### src/rtl/lzd_norm_sched.sv
// Two-requester normalizer: round-robin grants one 8-bit operand at a time and
// shifts it left until its MSB is set, sharing a single leading-zero detector.

module lzd8 (
    input  logic [7:0] d,
    output logic [2:0] lz
);
    // The highest set bit wins because it is the last one visited; zero saturates to 7.
    always_comb begin
        lz = 3'd7;
        for (int i = 0; i < 8; i++)
            if (d[i]) lz = 3'(7 - i);
    end
endmodule

module lzd_norm_sched (
    input  logic       clk,
    input  logic       rst,
    input  logic       req0,
    input  logic [7:0] data0,
    input  logic       req1,
    input  logic [7:0] data1,
    output logic       gnt0,
    output logic       gnt1,
    output logic       busy,
    output logic       out_valid,
    input  logic       out_ready,
    output logic       out_id,
    output logic [7:0] out_mant,
    output logic [2:0] out_lz,
    output logic       out_zero
);
    typedef enum logic [1:0] {IDLE, COUNT, SHIFT, DONE} state_t;

    typedef struct packed {
        logic       id;
        logic [2:0] lz;
        logic       zero;
    } res_t;

    state_t     state, state_nx;
    logic       ptr;
    logic [7:0] opnd;
    logic [2:0] cnt;
    logic [2:0] lz;
    res_t       res;
    logic       win;
    logic       gnt_any;

    lzd8 u_lzd (.d(opnd), .lz(lz));

    // Only contention consults the pointer; a lone requester always wins.
    assign win     = (req0 && req1) ? ptr : req1;
    assign gnt_any = (state == IDLE) && !rst && (req0 || req1);

    always_ff @(posedge clk) begin
        if (rst) state <= IDLE;
        else     state <= state_nx;
    end

    always_comb begin
        state_nx = state;
        case (state)
            IDLE:  if (gnt_any) state_nx = COUNT;
            COUNT: state_nx = (lz == 3'd0 || opnd == 8'h00) ? DONE : SHIFT;
            SHIFT: if (cnt == 3'd1) state_nx = DONE;
            DONE:  if (out_ready) state_nx = IDLE;
            default: state_nx = IDLE;
        endcase
    end

    always_comb begin
        gnt0      = gnt_any && !win;
        gnt1      = gnt_any && win;
        busy      = (state != IDLE);
        out_valid = (state == DONE);
    end

    always_ff @(posedge clk) begin
        if (rst) begin
            ptr  <= 1'b0;
            opnd <= 8'h00;
            cnt  <= 3'd0;
            res  <= '0;
        end else begin
            case (state)
                IDLE: if (gnt_any) begin
                    opnd   <= win ? data1 : data0;
                    res.id <= win;
                    ptr    <= ~win;
                end
                COUNT: begin
                    cnt      <= lz;
                    res.lz   <= lz;
                    res.zero <= (opnd == 8'h00);
                end
                SHIFT: begin
                    opnd <= {opnd[6:0], 1'b0};
                    cnt  <= cnt - 3'd1;
                end
                default: ;
            endcase
        end
    end

    assign out_mant = opnd;
    assign out_id   = res.id;
    assign out_lz   = res.lz;
    assign out_zero = res.zero;
endmodule

### config.mk
export PLATFORM = sky130hd
export DESIGN_NAME = lzd_norm_sched
export DESIGN_NICKNAME = d
export VERILOG_FILES = /design/src/rtl/lzd_norm_sched.sv
export SDC_FILE = /design/constraint.sdc
export NUM_CORES = 1
export LEC_CHECK = 0
export ABC_AREA = 1
export ABC_CLOCK_PERIOD_IN_PS = 3900
export CORE_ASPECT_RATIO = 1.1
export CORE_MARGIN = 8
export CORE_UTILIZATION = 45
export DETAILED_ROUTE_END_ITERATION = 7
export PLACE_DENSITY = 0.8
export SETUP_SLACK_MARGIN = 0.2
export SLEW_MARGIN = 40
export SYNTH_ARGS = -nofsm -noshare
export SYNTH_HDL_FRONTEND = slang
export SYNTH_SLANG_ARGS = --single-unit
### constraint.sdc
create_clock -name clk -period 3.9 [get_ports clk]
set_input_delay 1.17 -clock clk [delete_from_list [all_inputs] [get_ports clk]]
set_output_delay 1.17 -clock clk [all_outputs]
set_load 0.005 [all_outputs]
== Word level (Yosys, flattened, before mapping) ==
Cells that the tools add are included.
Word-level totals
  register bits: 19
Operators by class
  reductions and logical operators: 18
  mux-type cells: 17
  equality and inequality tests: 7
  add/subtract/negate cells: 1
  bitwise logic cells: 1
Operator list (number)
  8-bit two-way mux: 2
  8-bit case mux with 2 select lines: 1
  3-bit two-way mux: 4
  2-bit two-way mux: 5
  8-bit zero test: 1
  2-bit case mux with 4 select lines: 1
  3-bit case mux with 2 select lines: 1
  2-bit nonzero test: 3
  1-bit logical AND: 5
  2-bit equality test (second input constant): 2
  2-bit inequality test (second input constant): 2
  2-bit AND reduction: 2
  3-bit by 1-bit equality test with 1-bit output (second input constant): 1
  3-bit zero test: 1
  1-bit two-way mux: 3
  3-bit AND reduction: 1
  3-bit by 1-bit subtractor with 3-bit output (second input constant): 1
  2-bit by 1-bit equality test with 1-bit output (second input constant): 1
  1-bit zero test: 2
  2-bit zero test: 1
  1-bit logical OR: 2
  2-bit by 1-bit inequality test with 1-bit output (second input constant): 1
  1-bit NOT: 1

== Longest topological paths before layout ==
  depth in word-level cells: 11
  depth in mapped cells: 10

== Hierarchy ==
From an unflattened synthesis, not the netlist that was laid out.
Second synthesis, totals
  cell total of the unflattened synthesis: 184
  area, all modules: 1188.6 um^2
By module, submodules not included
  lzd_norm_sched: cells an instance 170, instances 1, area an instance 1127.3 um^2
  lzd8: cells an instance 14, instances 1, area an instance 61.3 um^2

== Worst setup path after synthesis ==
OpenSTA, ideal clock, no wires.
  path type: input -> output
  start point: input req0
  end point: output gnt1
  path slack: 1.167 ns
  stages: 4
  arrival: 1.563 ns
  data required time: 2.730 ns
  cells stage by stage: nand2_1 nand2_1 buf_2 nor2_1
Between the ends
  word-level cells in the longest chain between the ends: 3
Ends and longest elaborated chain
  from (decl): line 19  | input logic req0,
  1-bit logical AND or 1-bit logical OR (tied branches): line 53, 54
  1-bit two-way mux or 1-bit logical AND (tied branches): line 53, 54
  1-bit logical AND *: line 74  | gnt1 = gnt_any && win;
  to (decl): line 24  | output logic gnt1,
Every way passes the cells marked *; elsewhere a longest branch is shown, timed or not.

== Final worst setup path ==
Ends and elaborated chain as after synthesis.

==> run_results.csv <==
group,metric,value,unit
global_routing,grt_max_degree,17,
placed_design,postPlaceCellArea,1500,um^2
clock_network,htreeDepth,1,
floorplanning,pin_count,38,
finish,fill_cells,204,
floorplanning,die-width,63,um
finish,drive_gt1_share,9.55,%
hold_path,hp-class,"flop to flop",
routing,first_pass_iters,4,
global_routing,grt_pass1_wl,4.99,mm
clock_network,clk_path_buf_depth,2,
routing,ant_nets,0,
finish,antenna_cells,0,
finish,seq_area,380,um^2
clock_network,cts_tree,"built",
floorplanning,start_util,48.1,%
synth,syn_nets,186,
sta,rsz0062_at_grt,"false",
synth,ys_ff_latch,19,
routing,dr_total_vias,1159,
placed_design,port_buffers,37,
routing,drcViolationCount,0,
worst_setup_path,setup.worst_path.start,"req0",
power,powerDensity,658,nW/um^2
synth,synth_edf_count,0,
worst_setup_path,end_kind,"output pin",
routing,drtIter0Drc,54,
placed_design,dp_cells,224,
finish,design_area,1530,um^2
worst_setup_path,worst_ep_arrival_time,2.42,ns
finish,nets,227,
clock_network,cts.sinks,19,
synth,syn-cell-area,1090,um^2
flow_run,maxCapViolCount,0,
power,leakage,0.000691,uW
worst_setup_path,r2r-start,"state[0]$_SDFFE_PP0P_",
hold_path,hold_end,"ptr$_SDFFE_PP0P_",
worst_setup_path,r2r_cells,7,
synth,yosysSeqAreaShare,34.8,%
synth,synthArstFlopShare,0,%
synth,ys.flop_type,"dfxtp_1",
clock_network,root_buffer,"clkbuf_4",
sta,hold_ws,0.511,ns
floorplanning,rows,18,
sta,fin_skew,0.00339,ns
clock_network,cts_buffers,3,
power,peakVddDrop,0.434,mV
worst_setup_path,worstPathMaxFanout,4,
hold_path,min_from,"ptr$_SDFFE_PP0P_",
worst_setup_path,required,2.73,ns
synth,synthCells,159,
sta,worst_pin_slew,0.458,ns
synth,synth_common_cells,"a21oi_1 (25), inv_1 (25), nand2_1 (25)",
clock_network,path_clk_slew,0.10,ns
floorplanning,die_h,67.7,um
placed_design,hpwl,2.31,mm
hold_path,worstHoldPathCells,1,
sta,fin_tns_setup,0,ns
global_routing,antenna_found_initial,0,
worst_setup_path,r2r-end,"out_mant[7]$_SDFFE_PP0P_",
sta,slew_viol_final,0,
placed_design,place_congestion,0.826,
global_routing,grt-ovfl-total,0,
finish,multi_input_area,587,um^2
clock_network,clk_latency,0.29,ns
synth,synthTopCellsByArea,"dfxtp_1 (35%), a21oi_1 (11%), o21ai_0 (8.7%)",
status,status,"completed",
synth,yosys.area.top_type_share,34.8,%
synth,ys_warn_count,0,
routing,drt_wl_total,2.97,mm
finish,fin_cells,229,
sta,fin_crit,3.59,ns
floorplanning,die-area,4270,um^2
synth,ys_types,20,
synth,syn_area_per_cell,6.88,um^2
sta,period_share,92.1,%
sta,hold_viol,0,
worst_setup_path,start_kind,"input pin",
routing,wl_per_cell,13.0,um
global_routing,first_global_vias,1112,
floorplanning,coreArea,2270,um^2
sta,maxSlewHeadroom,69.4,%
worst_setup_path,critical_path_class,"input pin to output pin",
finish,syn2layout_area_growth,40.3,%
routing,viasPerCell,5.06,
sta,setup_viol,0,
worst_setup_path,r2r_slack,1.78,ns
synth,synth_area_leader_cell,"dfxtp_1",
global_routing,grtUsageTotal,13.9,%
sta,fmax,278,MHz
## through the flow
stage	worst slack, ns	utilization, %	power [uW]
4_1_cts	0.304	67.4	1010
5_1_grt	0.223	67.4	1110
2_1_floorplan	1.17	-	694
6_report	0.307	67.4	1010
3_5_place_dp	0.0856	65.8	908
3_3_place_gp	0.193	65.8	887
## worst max-delay path by stage
stage                      end  slack (ns)  cells past startpoint
after floorplan           gnt1        1.17                      4
after global placement    gnt1        0.19                      6
after detailed placement  gnt1        0.09                      6
after CTS                 gnt1        0.30                      7
after global routing      gnt1        0.22                      7
final                     gnt1        0.31                      7
## layout by cell type (no fill, tap or decap), types with 5 or more instances in the layout
| master | synthesis | final |
|---|---|---|
| clkdlybuf4s50_1 | 0 | 35 |
| nand2_1 | 25 | 25 |
| o211ai_1 | 7 | 7 |
| o21ai_0 | 19 | 19 |
| a21oi_1 | 25 | 25 |
| nand3_1 | 6 | 6 |
| dfxtp_1 | 19 | 19 |
| ha_1 | 6 | 6 |
| or2_2 | 5 | 5 |
| inv_1 | 25 | 25 |
| buf_4 | 0 | 5 |
| nor2_1 | 9 | 7 |
## worst max-delay path: stages
cell             delay, ns
clkdlybuf4s50_1       0.49
inv_1                 0.05
nand2_1               0.09
nand3_2               0.08
buf_4                 0.16
nor2_2                0.10
dlygate4sd2_1         0.27
## sequential cells by signal (all words and copies together) (netlist names)
signal / cells
ptr: 1
out_zero: 1
state: 2
out_id: 1
out_mant: 8
out_lz: 3
cnt: 3
## layout make-up
class / instances / share of cell area (%)
Sequential cell: 19 / 24.8
Timing Repair Buffer: 42 / 26.4
Clock buffer: 4 / 1.71
Inverter: 26 / 6.36
Multi-Input combinational cell: 108 / 38.3
Tap cell: 30 / 2.45
## power by group
part | switching (uW) | internal (uW) | leakage [uW] | total (uW)
registers | 54.7 | 267 | 0.000157 | 321
logic | 324 | 267 | 0.000519 | 591
clock network | 57.5 | 39.8 | 0.0000150 | 97.3
## metal layers
metal | track usage [%] | vias to the layer above | part of all wire [%]
li1 | - | 600 | -
met1 | 15.5 | 518 | 45
met2 | 25.5 | 38 | 49
met3 | 3.31 | 3 | 5.3
met4 | 4.84 | 0 | 0.57
met5 | 0 | - | 0
## repair_timing
action                                  in CTS  in global routing
hold buffers                                 0                  0
setup buffers                                1                  0
endpoints found under the setup margin       2                  0
gates resized for setup                      4                  0
## cells by family after synthesis
kind of cell	after synthesis	synth area share [%]
compound gates	56	28.1
simple gates	46	18.2
buf+inv	32	12.0
flops	19	34.8
fa+ha+maj	6	6.86
(Power assumes the default switching activity.)
